[src/rtl/mem_resp_stage_pkg.sv]
// Shared types for the memory-response stage: load-op codes, writeback-source
// codes and the stage occupancy state.
package mem_resp_stage_pkg;

  // Load types as encoded by the decoder.
  typedef enum logic [2:0] {
    LdW  = 3'd0,
    LdB  = 3'd1,
    LdBu = 3'd2,
    LdH  = 3'd3,
    LdHu = 3'd4,
    LdD  = 3'd5
  } ld_op_e;

  // Writeback source select.
  typedef enum logic [1:0] {
    ResAlu  = 2'd0,
    ResLoad = 2'd1,
    ResMul  = 2'd2,
    ResDiv  = 2'd3
  } res_sel_e;

  // Stage occupancy: empty, waiting on a memory response, or ready to hand off.
  typedef enum logic [1:0] {
    StIdle  = 2'd0,
    StWait  = 2'd1,
    StReady = 2'd2
  } state_e;

  // Number of address bits that select a byte within one datapath word.
  function automatic int unsigned off_width(input int unsigned data_w);
    return $clog2(data_w / 8);
  endfunction

endpackage

[src/rtl/mem_resp_stage_load_align.sv]
// Byte-offset alignment and sign/zero extension of raw load data.
module mem_resp_stage_load_align
  import mem_resp_stage_pkg::*;
#(
  parameter int unsigned DATA_W = 32,
  parameter int unsigned OFF_W  = 2
) (
  input  logic [DATA_W-1:0] raw,
  input  logic [OFF_W-1:0]  off,
  input  ld_op_e            ld_op,
  output logic [DATA_W-1:0] data
);

  logic [DATA_W-1:0] shifted;

  // Shift the addressed bytes down to bit 0, then extend to the full width.
  always_comb begin
    shifted = raw >> {off, 3'b000};
    data    = shifted;
    case (ld_op)
      LdB:     data = DATA_W'($signed(shifted[7:0]));
      LdBu:    data = DATA_W'(shifted[7:0]);
      LdH:     data = DATA_W'($signed(shifted[15:0]));
      LdHu:    data = DATA_W'(shifted[15:0]);
      LdW:     data = DATA_W'($signed(shifted[31:0]));
      LdD:     data = shifted;
      default: data = shifted;
    endcase
  end

endmodule

[src/rtl/mem_resp_stage.sv]
// MEM pipeline stage that waits on a variable-latency data-memory response,
// aligns loads, selects the writeback source and drops responses owed to
// instructions killed by a flush.
module mem_resp_stage
  import mem_resp_stage_pkg::*;
#(
  parameter int unsigned DATA_W    = 32,
  parameter int unsigned PC_W      = 32,
  parameter int unsigned MAX_OUTST = 2
) (
  input  logic              clk,
  input  logic              resetn,
  // EX side
  input  logic              ex_to_mem_valid,
  output logic              mem_allowin,
  input  logic              in_rf_we,
  input  logic [4:0]        in_rf_waddr,
  input  logic [PC_W-1:0]   in_pc,
  input  logic [DATA_W-1:0] in_alu_result,
  input  logic [1:0]        in_res_sel,
  input  logic [2:0]        in_ld_op,
  input  logic              in_req_issued,
  input  logic [DATA_W-1:0] in_div_result,
  input  logic [DATA_W-1:0] mul_result,
  // Data memory response
  input  logic              data_ok,
  input  logic [DATA_W-1:0] data_rdata,
  // WB side
  input  logic              flush,
  input  logic              wb_allowin,
  output logic              mem_to_wb_valid,
  output logic              out_rf_we,
  output logic [4:0]        out_rf_waddr,
  output logic [DATA_W-1:0] out_rf_wdata,
  output logic [PC_W-1:0]   out_pc,
  // Forwarding / hazard
  output logic              fwd_we,
  output logic [4:0]        fwd_waddr,
  output logic [DATA_W-1:0] fwd_wdata,
  output logic              fwd_pending,
  output logic              discard_busy
);

  localparam int unsigned OffW = off_width(DATA_W);
  localparam int unsigned CntW = $clog2(MAX_OUTST + 1);
  localparam logic [CntW-1:0] CntMax = CntW'(MAX_OUTST);

  state_e            state_q;
  logic              rf_we_q;
  logic [4:0]        rf_waddr_q;
  logic [PC_W-1:0]   pc_q;
  logic [DATA_W-1:0] alu_result_q;
  logic [DATA_W-1:0] div_result_q;
  logic [1:0]        res_sel_q;
  logic [2:0]        ld_op_q;
  logic              req_issued_q;
  logic [DATA_W-1:0] rdata_buf_q;
  logic [CntW-1:0]   discard_cnt_q;

  logic              mem_valid;
  logic              need_resp;
  logic              have_data;
  logic              data_acc;
  logic              mem_ready_go;
  logic              leaving;
  logic              load_payload;
  logic              disc_inc;
  logic              disc_dec;
  logic [DATA_W-1:0] live_aligned;
  logic [DATA_W-1:0] wdata;

  // READY with a request outstanding means the response is sitting in rdata_buf.
  assign mem_valid    = (state_q != StIdle);
  assign need_resp    = req_issued_q;
  assign have_data    = (state_q == StReady) & req_issued_q;
  assign data_acc     = data_ok & (discard_cnt_q == '0);
  assign mem_ready_go = ~need_resp | have_data | data_acc;
  assign leaving      = mem_to_wb_valid & wb_allowin;
  assign load_payload = ex_to_mem_valid & mem_allowin & ~flush;

  assign mem_allowin     = ~mem_valid | (mem_ready_go & wb_allowin);
  assign mem_to_wb_valid = mem_valid & mem_ready_go & ~flush;

  mem_resp_stage_load_align #(
    .DATA_W (DATA_W),
    .OFF_W  (OffW)
  ) u_load_align (
    .raw   (data_rdata),
    .off   (alu_result_q[OffW-1:0]),
    .ld_op (ld_op_e'(ld_op_q)),
    .data  (live_aligned)
  );

  // Stage FSM: occupancy, payload capture and response buffering.
  always_ff @(posedge clk or negedge resetn) begin
    if (!resetn) begin
      state_q      <= StIdle;
      rf_we_q      <= 1'b0;
      rf_waddr_q   <= '0;
      pc_q         <= '0;
      alu_result_q <= '0;
      div_result_q <= '0;
      res_sel_q    <= '0;
      ld_op_q      <= '0;
      req_issued_q <= 1'b0;
      rdata_buf_q  <= '0;
    end else if (flush) begin
      state_q <= StIdle;
    end else if (load_payload) begin
      state_q      <= in_req_issued ? StWait : StReady;
      rf_we_q      <= in_rf_we;
      rf_waddr_q   <= in_rf_waddr;
      pc_q         <= in_pc;
      alu_result_q <= in_alu_result;
      div_result_q <= in_div_result;
      res_sel_q    <= in_res_sel;
      ld_op_q      <= in_ld_op;
      req_issued_q <= in_req_issued;
    end else if (leaving) begin
      state_q <= StIdle;
    end else if ((state_q == StWait) && data_acc) begin
      // WB is stalling: keep the response since it will not be re-sent.
      state_q     <= StReady;
      rdata_buf_q <= live_aligned;
    end
  end

  // A killed load still owes a response unless it arrives in the flush cycle.
  assign disc_inc = flush & (state_q == StWait) & ~data_acc;
  assign disc_dec = data_ok & (discard_cnt_q != '0);

  // Count of in-flight responses that belong to flushed loads.
  always_ff @(posedge clk or negedge resetn) begin
    if (!resetn) begin
      discard_cnt_q <= '0;
    end else if (disc_inc && !disc_dec) begin
      if (discard_cnt_q != CntMax) begin
        discard_cnt_q <= discard_cnt_q + 1'b1;
      end
    end else if (disc_dec && !disc_inc) begin
      discard_cnt_q <= discard_cnt_q - 1'b1;
    end
  end

  // Writeback source select.
  always_comb begin
    wdata = alu_result_q;
    unique case (res_sel_e'(res_sel_q))
      ResAlu:  wdata = alu_result_q;
      ResLoad: wdata = have_data ? rdata_buf_q : live_aligned;
      ResMul:  wdata = mul_result;
      ResDiv:  wdata = div_result_q;
    endcase
  end

  assign out_rf_we    = rf_we_q;
  assign out_rf_waddr = rf_waddr_q;
  assign out_rf_wdata = wdata;
  assign out_pc       = pc_q;

  assign fwd_we       = mem_valid & rf_we_q;
  assign fwd_waddr    = rf_waddr_q;
  assign fwd_wdata    = wdata;
  assign fwd_pending  = (state_q == StWait) & ~data_acc;
  assign discard_busy = (discard_cnt_q != '0);

`ifndef SYNTHESIS
  // EX must never leave more responses outstanding than the counter can track.
  discard_ceiling_a : assert property (
    @(posedge clk) disable iff (!resetn) discard_cnt_q != CntMax
  );
`endif

endmodule

[config.mk]
export PLATFORM = sky130hd
export DESIGN_NAME = mem_resp_stage
export DESIGN_NICKNAME = d
export VERILOG_FILES = /design/src/rtl/mem_resp_stage_pkg.sv /design/src/rtl/mem_resp_stage_load_align.sv /design/src/rtl/mem_resp_stage.sv
export SDC_FILE = /design/constraint.sdc
export NUM_CORES = 1
export LEC_CHECK = 0
export ABC_AREA = 0
export ABC_CLOCK_PERIOD_IN_PS = 4690
export BUFFER_PORTS_ARGS = -buffer_cell sky130_fd_sc_hd__buf_2
export CAP_MARGIN = 20
export CORE_ASPECT_RATIO = 0.75
export CORE_MARGIN = 5
export CORE_UTILIZATION = 54
export CTS_BUF_LIST = sky130_fd_sc_hd__clkbuf_16
export CTS_CLUSTER_SIZE = 12
export DETAILED_ROUTE_END_ITERATION = 10
export PLACE_DENSITY = 0.86
export SLEW_MARGIN = 20
export SYNTH_ARGS = -nofsm -noshare
export SYNTH_HDL_FRONTEND = slang
export SYNTH_HIERARCHICAL = 1
export SYNTH_SLANG_ARGS = --single-unit
export TNS_END_PERCENT = 5
[constraint.sdc]
create_clock -name clk -period 4.69 [get_ports clk]
set_clock_uncertainty 0.15 [all_clocks]
set_input_delay 0.7035 -clock clk [delete_from_list [all_inputs] [get_ports clk]]
set_output_delay 0.7035 -clock clk [all_outputs]
set_load 0.01 [all_outputs]
Word level (Yosys, flattened, before mapping)
Cells that the tools add are included.
{ "totals": {"register_bits": 144, "input_bits": 178, "word_cells": 72} }
{ "op_classes": {"n_reduce_logical": 14, "shifts": 1, "eq_ne": 11, "add_sub_neg": 2, "n_bitwise": 22, "mux": 11} }
{ "ops": {"columns": ["cell", "count"], "rows": [
  ["$pmux W32 S4", 2],
  ["$mux W32", 1],
  ["$shr A32 B5 Y32", 1],
  ["$mux W2", 8],
  ["$and A1 B1 Y1", 13],
  ["$eq A2 B2 Y1 const B", 3],
  ["$eq A3 B2 Y1 const B", 2],
  ["$not A1 Y1", 6],
  ["$reduce_bool A2 Y1", 3],
  ["$eq A2 B1 Y1 const B", 2],
  ["$logic_not A2 Y1", 2],
  ["$reduce_and A2 Y1", 2],
  ["$reduce_and A4 Y1", 1],
  ["$reduce_bool A4 Y1", 1],
  ["$eq A3 B1 Y1 const B", 1],
  ["$eq A3 B3 Y1 const B", 1],
  ["$logic_and A1 B1 Y1", 3],
  ["$or A1 B1 Y1", 3],
  ["$add A2 B1 Y2 const B", 1],
  ["$logic_not A1 Y1", 2],
  ["$ne A2 B1 Y1 const B", 1],
  ["$ne A2 B2 Y1 const B", 1],
  ["$sub A2 B1 Y2 const B", 1]
]} }

Depth between registers and ports, before layout
{ "depth": {"depth_word": 10, "mapped_depth": 9, "mapped_depth_nobuf": 6} }

Hierarchy
Netlist, hierarchy kept.
{ "by_module_without_submodules": {"columns": ["module", "instances", "cells_each", "area_per_inst_um2", "seq_area_each_um2"], "rows": [
  ["mem_resp_stage", 1, 450, 7024.2, 3603.5],
  ["mem_resp_stage_load_align", 1, 110, 767.0, 0.0]
]} }

Worst setup path after synthesis
OpenSTA, ideal clock, no wires.
{ "synth_timing": {"path_type": "in2out", "from": "in data_rdata[7]", "to": "out out_rf_wdata[24]", "slack_ns": 1.281, "stages": 7, "arrival_ns": 2.556, "required_time_ns": 3.837, "n_path_buf": 1, "path_cell_list": "or3_1 -> o221a_2 -> o2111a_2 -> a21o_1 -> mux2_2 -> mux4_2 -> buf_4"} }
{ "synth_via": {"elab_chain_cells": 4} }
{ "synth_rtl": {"columns": ["item", "line", "source"], "rows": [
  ["start: declaration", "mem_resp_stage.sv:27", "input logic [DATA_W-1:0] data_rdata,"],
  ["$shr A32 B5 Y32", "mem_resp_stage_load_align.sv:18", "shifted = raw >> {off, 3'b000};"],
  ["$pmux W32 S4", "mem_resp_stage_load_align.sv:20", "case (ld_op)"],
  ["net live_aligned[24]", "mem_resp_stage.sv:69", "logic [DATA_W-1:0] live_aligned;"],
  ["$mux W32", "mem_resp_stage.sv:150", "ResLoad: wdata = have_data ? rdata_buf_q : live_aligned;"],
  ["$pmux W32 S4", "mem_resp_stage.sv:148", "unique case (res_sel_e'(res_sel_q))"],
  ["end: declaration", "mem_resp_stage.sv:34", "output logic [DATA_W-1:0] out_rf_wdata,"]
]} }
The timed path passes the listed nets, and every way through them passes these cells.

Worst setup path in the final report
{ "layout_timing": {"from": "reg alu_result_q[0]", "to": "out fwd_wdata[20]"} }
{ "layout_via": {"elab_chain_cells": 4} }
{ "layout_rtl": {"columns": ["item", "line", "source"], "rows": [
  ["start: declaration", "mem_resp_stage.sv:52", "logic [DATA_W-1:0] alu_result_q;"],
  ["start signal: assignment", "mem_resp_stage.sv:114", "alu_result_q <= in_alu_result;"],
  ["$shr A32 B5 Y32", "mem_resp_stage_load_align.sv:18", null],
  ["$pmux W32 S4", "mem_resp_stage_load_align.sv:20", null],
  ["net live_aligned[20]", "mem_resp_stage.sv:69", null],
  ["$mux W32", "mem_resp_stage.sv:150", null],
  ["$pmux W32 S4", "mem_resp_stage.sv:148", null],
  ["end: declaration", "mem_resp_stage.sv:39", "output logic [DATA_W-1:0] fwd_wdata,"]
]} }
The timed path passes the listed nets, and every way through them passes these cells.

==> impl_results.md <==
* Status: finished clean
* CTS Buf Count at 17
* DRC violations left at 0
* Crit path kind: register to output pin
* Most frequent cells in the layout: 288 x buf_2, 142 x mux2_2, 142 x dfrtp_1
* TNS Setup at 0 ns
* Die area at ~0.017 sq mm
* TritonCTS clock tree: done
* RSZ-0062 raised after global routing: no
* Total Power at 0.00504 W
* Required @ worst endpoint at between 3 and 4 ns
* Sequential-to-total area share from yosys stat at a little under half
* H-Tree Depth at 4
* Max-cap viol count at 0
* Fmax at 236 MHz
* Post-synthesis cell area at between 0.007 and 0.008 sq mm
* Critical path launch point type: register
* Period utilization at 90.3%
* Global-route usage over all layers at roughly a quarter
* Initial DRC Count at ~280
* Final count of hold timing violations at 0
* Finished Cell Area at 0.00967 sq mm
* Fraction of registers with async set/reset at between 90% and 100%
* Clock root cell: clkbuf_16
* Initial antenna violation count at 3
* Post-synth EDFFs at 0
* Hold Slack at around 0.16 ns
* Via Count at between 5k and 6k
* Vias per cell at ~5.4
* Resize count post-CTS at 0
* Worst Tran Pin Value at between 1 and 1.5 ns
* Critical-path top delay cell: o2111ai_2
* DP Area at 0.00910 sq mm
* Buf+Inv Stages, Crit Path at 2
* Syn Nets at ~740
* CP max stage delay at roughly 0.47 ns
* Area contributors post-synth: dfrtp_1 46%, mux2_2 21%, mux4_2 9.3%
* Number of synthesized register bits at 144
* Vias in the first global route at between 5k and 6k
* Rows at 38
* Worst slew margin at 24.6%
* Synth Warn # at 6
* Die H at ~110 microns
* Worst Hold Class: input port to asynchronous set/reset pin
* Crit path max fanout at 36
* Post-CTS setup buffers at 0
* Post-Synthesis Cells at 560
* Port bufs at 289
* PnR worst setup slack at about 0.46 ns
* Area grow syn2layout at 24.1%
* Gp weighted congestion at 0.866
* First-pass GRT wire length at roughly 32000 microns
* CTS sink cnt at between 100 and 150
* Final Critical Period at 4.23 ns
* Crit path cell chain: buf_4 > nand2_1 > o221a_2 > o2111ai_2 > o21ai_0 > mux2_2 > mux4_2 > buf_2
* Peak supply drop at 0.284 mV
* Place WS at roughly 0.85 ns
* Share of the synthesized area in the top cell type at between 40% and 50%
* Routed Antenna Nets at 0
* Hold-fix buffers, CTS at 0
* Top cell type by total area after synthesis: dfrtp_1
* IO Count at 290
* Final setup vio count at 0
* Total gr overflow at 0
* Post-DP HPWL at ~16000 microns
* Worst skew pair latency at 0.41 ns
* Core ar. at roughly 0.014 sq mm
* Main synth FF type: dfrtp_1
* Crit path max-delay family: compound AO/OA/AOI/OAI gates
* Lkg Pwr at ~4.8 nW
* Final WL at 20900 microns
* PwrDens at 521 mW/mm^2
* Initial Util at a little over half
* Critical Path AT at between 3 and 4 ns
* Layout Nets at ~1000
* Reg clk slew, reported paths at 0.07 ns
* Pin count of the biggest net entering global routing at just under 90
* CP endpoint kind: output pin
* Yosys cell types at 46
* Max Slew Vio Count at 0
* Die X at roughly 150 microns
* Commonest non-fill, non-tap cell in the layout: buf_2
* Syn_area_per_cell at 13.9 sq um
* Drt first pass iters at 4
* Clk buf depth at 2
* Drt wl/cell at about 21 microns
* Share of post-route cells with drive strength above 1 at roughly two thirds
==> sequential cells by signal (all words and copies together), names as in the netlist <==
name and count:
alu_result_q 32, discard_cnt_q 2, div_result_q 32, fwd_waddr 5, ld_op_q 3, need_resp 1
out_pc 32, out_rf_we 1, rdata_buf_q 32, res_sel_q 2, state_q 2
==> synth_stat cells (2+ instances only) <==
cell       count
dfrtp_1      144
mux2_2       142
buf_4         38
mux4_2        32
mux2_4        29
mux2i_1       20
o21ai_0       18
buf_2         17
nor2b_1       13
nand2_1       11
a21oi_1       10
a21o_1         9
clkbuf_1       9
a211oi_1       8
o2bb2ai_1      8
nor2_1         6
buf_1          5
buf_6          5
inv_1          4
and2_1         2
nand3b_1       2
o21bai_1       2
or2_2          2
or3_1          2
==> worst paths after layout <==
| check | to | cells past startpoint | slack, ns | start |
|---|---|---|---|---|
| setup / recovery | fwd_wdata[20] | 8 | 0.46 | alu_result_q[0] |
| hold / removal | div_result_q[7] | 1 | 0.16 | resetn |
| setup reg to reg | rdata_buf_q[22] | 3 | 1.88 | discard_cnt_q[0] |
| hold reg to reg | out_pc[16] | 1 | 0.35 | out_pc[16] |
| max in group asynchronous | rdata_buf_q[25] | 2 | 3.22 | resetn |
| min in group clk | out_pc[16] | 1 | 0.35 | out_pc[16] |
==> worst reg2reg max path, cell delays in order (launching register included) <==
cell and delay (ns):
dfrtp_1 0.43, or3b_1 0.43, or4_2 1.17, mux2_4 0.51
==> metrics by stage <==
| stage | util, % | instances |
|---|---|---|
| after floorplan | - | 560 |
| after global placement | 63.6 | 983 |
| after detailed placement | 63.6 | 983 |
| after CTS | 67.5 | 1015 |
| after global routing | 67.6 | 1016 |
| final | 67.6 | 1016 |
==> where the power goes <==
part / internal (W) / switching [W] / leakage [nW] / total, W
Clock: 0.000707 / 0.000600 / 0.281 / 0.00131
Sequential: 0.00157 / 0.000252 / 1.75 / 0.00182
Combinational: 0.00102 / 0.000894 / 2.76 / 0.00191
Total: 0.00329 / 0.00175 / 4.79 / 0.00504
==> layer usage <==
layer | global-route usage, % | part of all wire [%] | vias to the layer above
li1 | - | - | 2520
met1 | 32.8 | 42 | 2720
met2 | 38.8 | 47 | 228
met3 | 8.70 | 9.4 | 26
met4 | 6.65 | 1.6 | 4
met5 | 0 | 0.13 | -
==> area by class of cell <==
type,instances,area (sq um)
Antenna cell,1,2.50
Clock buffer,17,425
Clock inverter,15,139
Fill cell,1067,4640
Inverter,4,15.0
Multi-Input combinational cell,338,3700
Sequential cell,144,3610
Tap cell,200,250
Timing Repair Buffer,297,1530
==> logic make-up after synthesis <==
logic type / share of synthesized area [%]
multiplexers: 37.9
flip-flops: 46.3
buffers and inverters: 6.34
AO/OA/AOI/OAI: 5.83
AND/OR/NAND/NOR: 3.53
XOR/XNOR: 0.112
No activity file was read; power rests on OpenSTA's default activity.
